==> src/rtl/zigzag_pingpong_buf.sv <==
// Ping-pong coefficient buffer: one bank takes a block in raster or column order while
// the other bank streams out its block in JPEG zigzag order over a ready/valid port.
module zigzag_pingpong_buf #(
    parameter int DATA_W    = 12,
    parameter int BLK_N     = 8,
    parameter int COL_MAJOR = 0
) (
    input  logic                         clk,
    input  logic                         rst,
    input  logic                         flush,
    input  logic                         in_valid,
    output logic                         in_ready,
    input  logic [DATA_W-1:0]            in_data,
    output logic                         out_valid,
    input  logic                         out_ready,
    output logic [DATA_W-1:0]            out_data,
    output logic [2*$clog2(BLK_N)-1:0]   out_idx,
    output logic                         out_last
);
    localparam int LG    = $clog2(BLK_N);
    localparam int AW    = 2 * LG;
    localparam int DEPTH = 2 * BLK_N * BLK_N;
    localparam logic [LG-1:0] EDGE = LG'(BLK_N - 1);
    localparam logic [AW-1:0] LAST = AW'(BLK_N * BLK_N - 1);

    logic [DATA_W-1:0] mem [DEPTH];
    logic [1:0]        full, full_next;
    logic              wbank, rbank;
    logic [AW-1:0]     wcnt, idx, waddr;
    logic [LG-1:0]     r, c, r_next, c_next;
    logic              in_xfer, load, release_blk;

    // Only a full write bank blocks input, which means both banks hold a block.
    assign in_ready    = !full[wbank];
    assign in_xfer     = in_valid && in_ready && !flush;
    assign waddr       = (COL_MAJOR != 0) ? {wcnt[LG-1:0], wcnt[AW-1:LG]} : wcnt;
    assign load        = (!out_valid || out_ready) && full[rbank];
    // The bank is freed as soon as its last coefficient moves into the output
    // register, so a block filling in the same cycle keeps the writer running.
    assign release_blk = load && (idx == LAST);

    always_comb begin
        r_next = r;
        c_next = c;
        if (!(r[0] ^ c[0])) begin
            if (c == EDGE) begin
                r_next = r + 1'b1;
            end else if (r == '0) begin
                c_next = c + 1'b1;
            end else begin
                r_next = r - 1'b1;
                c_next = c + 1'b1;
            end
        end else begin
            if (r == EDGE) begin
                c_next = c + 1'b1;
            end else if (c == '0) begin
                r_next = r + 1'b1;
            end else begin
                r_next = r + 1'b1;
                c_next = c - 1'b1;
            end
        end
    end

    always_comb begin
        full_next = full;
        if (in_xfer && (wcnt == LAST)) full_next[wbank] = 1'b1;
        if (release_blk)               full_next[rbank] = 1'b0;
    end

    always_ff @(posedge clk) begin
        if (in_xfer) mem[{wbank, waddr}] <= in_data;
    end

    always_ff @(posedge clk or posedge rst) begin
        if (rst) begin
            full      <= '0;
            wbank     <= 1'b0;
            rbank     <= 1'b0;
            wcnt      <= '0;
            idx       <= '0;
            r         <= '0;
            c         <= '0;
            out_valid <= 1'b0;
            out_last  <= 1'b0;
            out_idx   <= '0;
            out_data  <= '0;
        end else if (flush) begin
            full      <= '0;
            wbank     <= 1'b0;
            rbank     <= 1'b0;
            wcnt      <= '0;
            idx       <= '0;
            r         <= '0;
            c         <= '0;
            out_valid <= 1'b0;
            out_last  <= 1'b0;
            out_idx   <= '0;
            out_data  <= '0;
        end else begin
            full <= full_next;
            if (in_xfer) begin
                if (wcnt == LAST) begin
                    wcnt  <= '0;
                    wbank <= ~wbank;
                end else begin
                    wcnt <= wcnt + 1'b1;
                end
            end
            if (load) begin
                out_valid <= 1'b1;
                out_data  <= mem[{rbank, r, c}];
                out_idx   <= idx;
                out_last  <= (idx == LAST);
                if (idx == LAST) begin
                    idx   <= '0;
                    r     <= '0;
                    c     <= '0;
                    rbank <= ~rbank;
                end else begin
                    idx <= idx + 1'b1;
                    r   <= r_next;
                    c   <= c_next;
                end
            end else if (out_ready) begin
                out_valid <= 1'b0;
                out_last  <= 1'b0;
            end
        end
    end
endmodule

==> config.mk <==
export PLATFORM = sky130hd
export DESIGN_NAME = zigzag_pingpong_buf
export DESIGN_NICKNAME = d
export VERILOG_FILES = /design/src/rtl/zigzag_pingpong_buf.sv
export SDC_FILE = /design/constraint.sdc
export NUM_CORES = 2
export LEC_CHECK = 0
export ABC_AREA = 1
export CORE_ASPECT_RATIO = 0.8
export CORE_MARGIN = 4
export CORE_UTILIZATION = 40
export DETAILED_ROUTE_END_ITERATION = 10
export DONT_BUFFER_PORTS = 1
export GPL_TIMING_DRIVEN = 0
export MAX_ROUTING_LAYER = met4
export PLACE_DENSITY = 0.59
export SLEW_MARGIN = 20
export SYNTH_ARGS = -nofsm -noshare
export SYNTH_HDL_FRONTEND = slang
export SYNTH_SLANG_ARGS = --single-unit
==> constraint.sdc <==
create_clock -name clk -period 3.65 [get_ports clk]
set_input_delay 0.5475 -clock clk [delete_from_list [all_inputs] [get_ports clk]]
set_output_delay 0.5475 -clock clk [all_outputs]
set_load 0.01 [all_outputs]
==> out/qor.csv <==
stage;metric;value;unit
finish;drive_gt1_share;10.8;%
clock_tree;cts_buffers;149;
clock_tree;clkSinkCount;1578;
critical_path;crit_arrival;4.39;ns
finish;final_common_cell;nand2_1;
critical_path;reg2reg_to;out_data[7];
grt;gr-usage-met1;34.6;%
critical_path;r2r_cells;12;
timing;skew;0.0224;ns
drt;drc;0;
hold_path;hp-class;in -> reg;
drt;drtIter0Drc;6208;
floorplan;core;160000;um2
drt;wire_per_inst;25.9;um
placed_design;numPortBuffers;0;
drt;drt_first_pass_iters;6;
timing;finalSetupTns;-0.0320;ns
grt;antenna_found_initial;11;
finish;nFillCells;14500;
power_and_ir_drop;powerDensity;549;nW/um2
critical_path;rrSetupSlack;-0.02;ns
logic_synthesis;avgSynthCellArea;12.0;um2
power_and_ir_drop;seqPwrFrac;50.0;%
power_and_ir_drop;p_total;39.8;mW
power_and_ir_drop;worst_ir_drop_vdd;0.470;mV
clock_tree;tritoncts;yes;
grt;grtUsageTotal;24.2;%
logic_synthesis;ys_types;35;
placed_design;routabilityCongestion;0.959;
clock_tree;cts_setup_buffers;0;
logic_synthesis;ys_seq_elements;1578;
power_and_ir_drop;p_clk_share;38.5;%
timing;relSlewSlack;20.6;%
timing;fin_crit;3.67;ns
clock_tree;cts-root-buf;clkbuf_16;
timing;rsz0062_at_grt;no;
grt;globalRouteMet2Util;33.6;%
timing;setup_ws;-0.0249;ns
drt;vias;43800;
grt;grt_pass1_vias;40400;
timing;slew_viol_final;0;
placed_design;place_ws;-0.388;ns
power_and_ir_drop;pwr-share-comb;11.5;%
floorplan;initial_core_util;40.3;%
drt;viasPerCell;5.61;
grt;grt_pass1_wl;286000;um
grt;grt_start_max_net_pins;129;
power_and_ir_drop;p_leak;25.2;nW
floorplan;top_level_ports;38;
timing;fmax;272;MHz
critical_path;crit_fanout;10;
critical_path;reg2reg_from;c[2];
drt;wl;202000;um
critical_path;start_kind;flip-flop;
logic_synthesis;syn-cell-area;64400;um2
timing;tightest_slew;1.19;ns
drt;drtAntennaViolNets;0;
critical_path;endpoint;out_data[7];
power_and_ir_drop;internal_power;29.3;mW
placed_design;dp_hpwl;131000;um
logic_synthesis;synth_fp_nets;5407;
job;cap_violations;0;
clock_tree;insertion_delay;0.80;ns
finish;layout_common_cells;1709 x nand2_1, 1536 x edfxtp_1, 1480 x nand3_1;
clock_tree;htreeDepth;4;
finish;nets;5576;
critical_path;endpoint_kind;flip-flop;
clock_tree;cts_buffer_depth;3;
grt;met3_usage;6.33;%
finish;syn_to_final_growth;12.7;%
clock_tree;path_clk_slew;0.06;ns
power_and_ir_drop;swShare;26.5;%
floorplan;die_h;367;um
grt;grt.busiest_layer;met1;
timing;hold_violations;0;
timing;setup-violations-final;2;
logic_synthesis;synthCells;5380;
timing;finalCritPeriodShare;101;%
outcome;violations;negative setup slack;
logic_synthesis;ys_seq_area_share;73.3;%
floorplan;fp.dieW;457;um
grt;grt_overflow_total;0;
critical_path;path_class;reg -> reg;
power_and_ir_drop;p_switching;10.5;mW
outcome;outcome;finished, violations left;
floorplan;num_rows;131;
critical_path;critPathLaunch;c[2];
critical_path;cp.required;4.37;ns
logic_synthesis;synth-warning-count;0;
floorplan;die_area;167000;um2
## power by group through the flow
| stage | clock network [mW] | logic (mW) | registers, mW |
|---|---|---|---|
| floorplan | 0 | 2.04 | 20.3 |
| global placement | 0 | 3.91 | 20.3 |
| detailed placement | 0 | 3.95 | 20.3 |
| CTS | 15.4 | 4.36 | 19.9 |
| global route | 16.3 | 4.67 | 19.9 |
| finish | 15.4 | 4.56 | 19.9 |
## cell usage after synthesis
cell	instances	area [um2]
a211oi_1	1	7.51
a21oi_1	8	40.0
a21oi_2	1	8.76
a31oi_1	1	6.26
buf_1	25	93.8
buf_12	1	20.0
buf_2	163	816
buf_4	54	405
buf_6	41	462
clkbuf_1	64	240
clkinv_1	3	11.3
dfrtp_1	42	1050
edfxtp_1	1536	46100
ha_1	10	125
inv_1	33	124
inv_2	5	18.8
inv_4	1	6.26
mux2i_1	1	10.0
nand2_1	1709	6410
nand2_2	2	12.5
nand3_1	1480	7410
nand3_4	6	105
nand4_1	2	12.5
nor2_1	146	548
nor2_2	1	6.26
nor2_8	2	40.0
nor3_1	4	20.0
nor4_1	1	6.26
o2111ai_1	2	17.5
o21ai_0	23	115
o21ai_1	1	5.00
o22ai_1	2	12.5
o32ai_1	2	17.5
xnor2_1	2	17.5
xor2_1	5	43.8
## state kept, by name (all words and copies together) (netlist names)
signal,flops
out_valid,1
rbank,1
out_data,12
waddr,6
c,3
r,3
full,2
out_last,1
idx,6
wbank,1
out_idx,6
mem,1536
## how the worst min path moves through the flow
stage              start   endpoint  slack (ns)  cells after the start
2_1_floorplan    full[1]    full[1]        0.48                      2
3_3_place_gp     full[1]    full[1]        0.52                      2
3_5_place_dp         rst     idx[2]        0.38                      1
4_1_cts        out_ready  out_valid        0.05                      3
5_1_grt        out_ready  out_valid        0.10                      3
6_report       out_ready  out_valid         0.1                      3
## metal layers
layer	up-vias	part of all wire, %	wire, um
met1	21700	43	86600
met2	2234	43	86200
met4	0	3.1	6240
li1	19500	-	-
met3	345	11	22800
met5	-	0	0
## kinds of logic after synthesis
kind of cell / share of synthesized area, %
multiplexers: 0.0156
AO/OA/AOI/OAI: 0.358
flip-flops: 73.3
XOR/XNOR: 0.0952
adder cells (fa/ha/maj): 0.194
buffers and inverters: 3.41
AND/OR/NAND/NOR: 22.6
## worst max-delay path, cell delays in order, from the launching register on
cell and delay (ns):
dfrtp_1 0.50, buf_2 0.24, clkinv_1 0.21, buf_2 0.51
buf_1 0.68, nand3_1 0.25, nand3_1 0.12, nand3_1 0.43
nand2_1 0.19, nand2_1 0.10, nand3_1 0.11, nand3_1 0.14
nand2_1 0.09
## what timing repair did
item	in CTS	in global routing
hold endpoints to repair	1498	0
endpoints found under the setup margin	1056	331
resized for setup	88	19
hold buffers	17	0
## stage by stage
step	instance area, um2	hold slack, ns	cells	util [%]
6_report	72500	0.0999	7799	45.4
2_1_floorplan	64400	0.484	5380	-
3_3_place_gp	67000	0.516	7508	42.0
4_1_cts	72400	0.0512	7797	45.4
5_1_grt	72500	0.100	7797	45.4
3_5_place_dp	67100	0.375	7509	42.0
## cell type report
cell class	instances	area (um2)	area share (%)
buffer	348	2040	2.81
antenna	2	5.00	0.00690
tap	2128	2660	3.67
multi-input combinational	3412	15400	21.2
clock buffer	186	4070	5.61
sequential	1578	47200	65.0
clock inverter	85	638	0.880
inverter	42	160	0.221
timing repair buffer	18	428	0.590
Power figures use the tool's default switching activity.
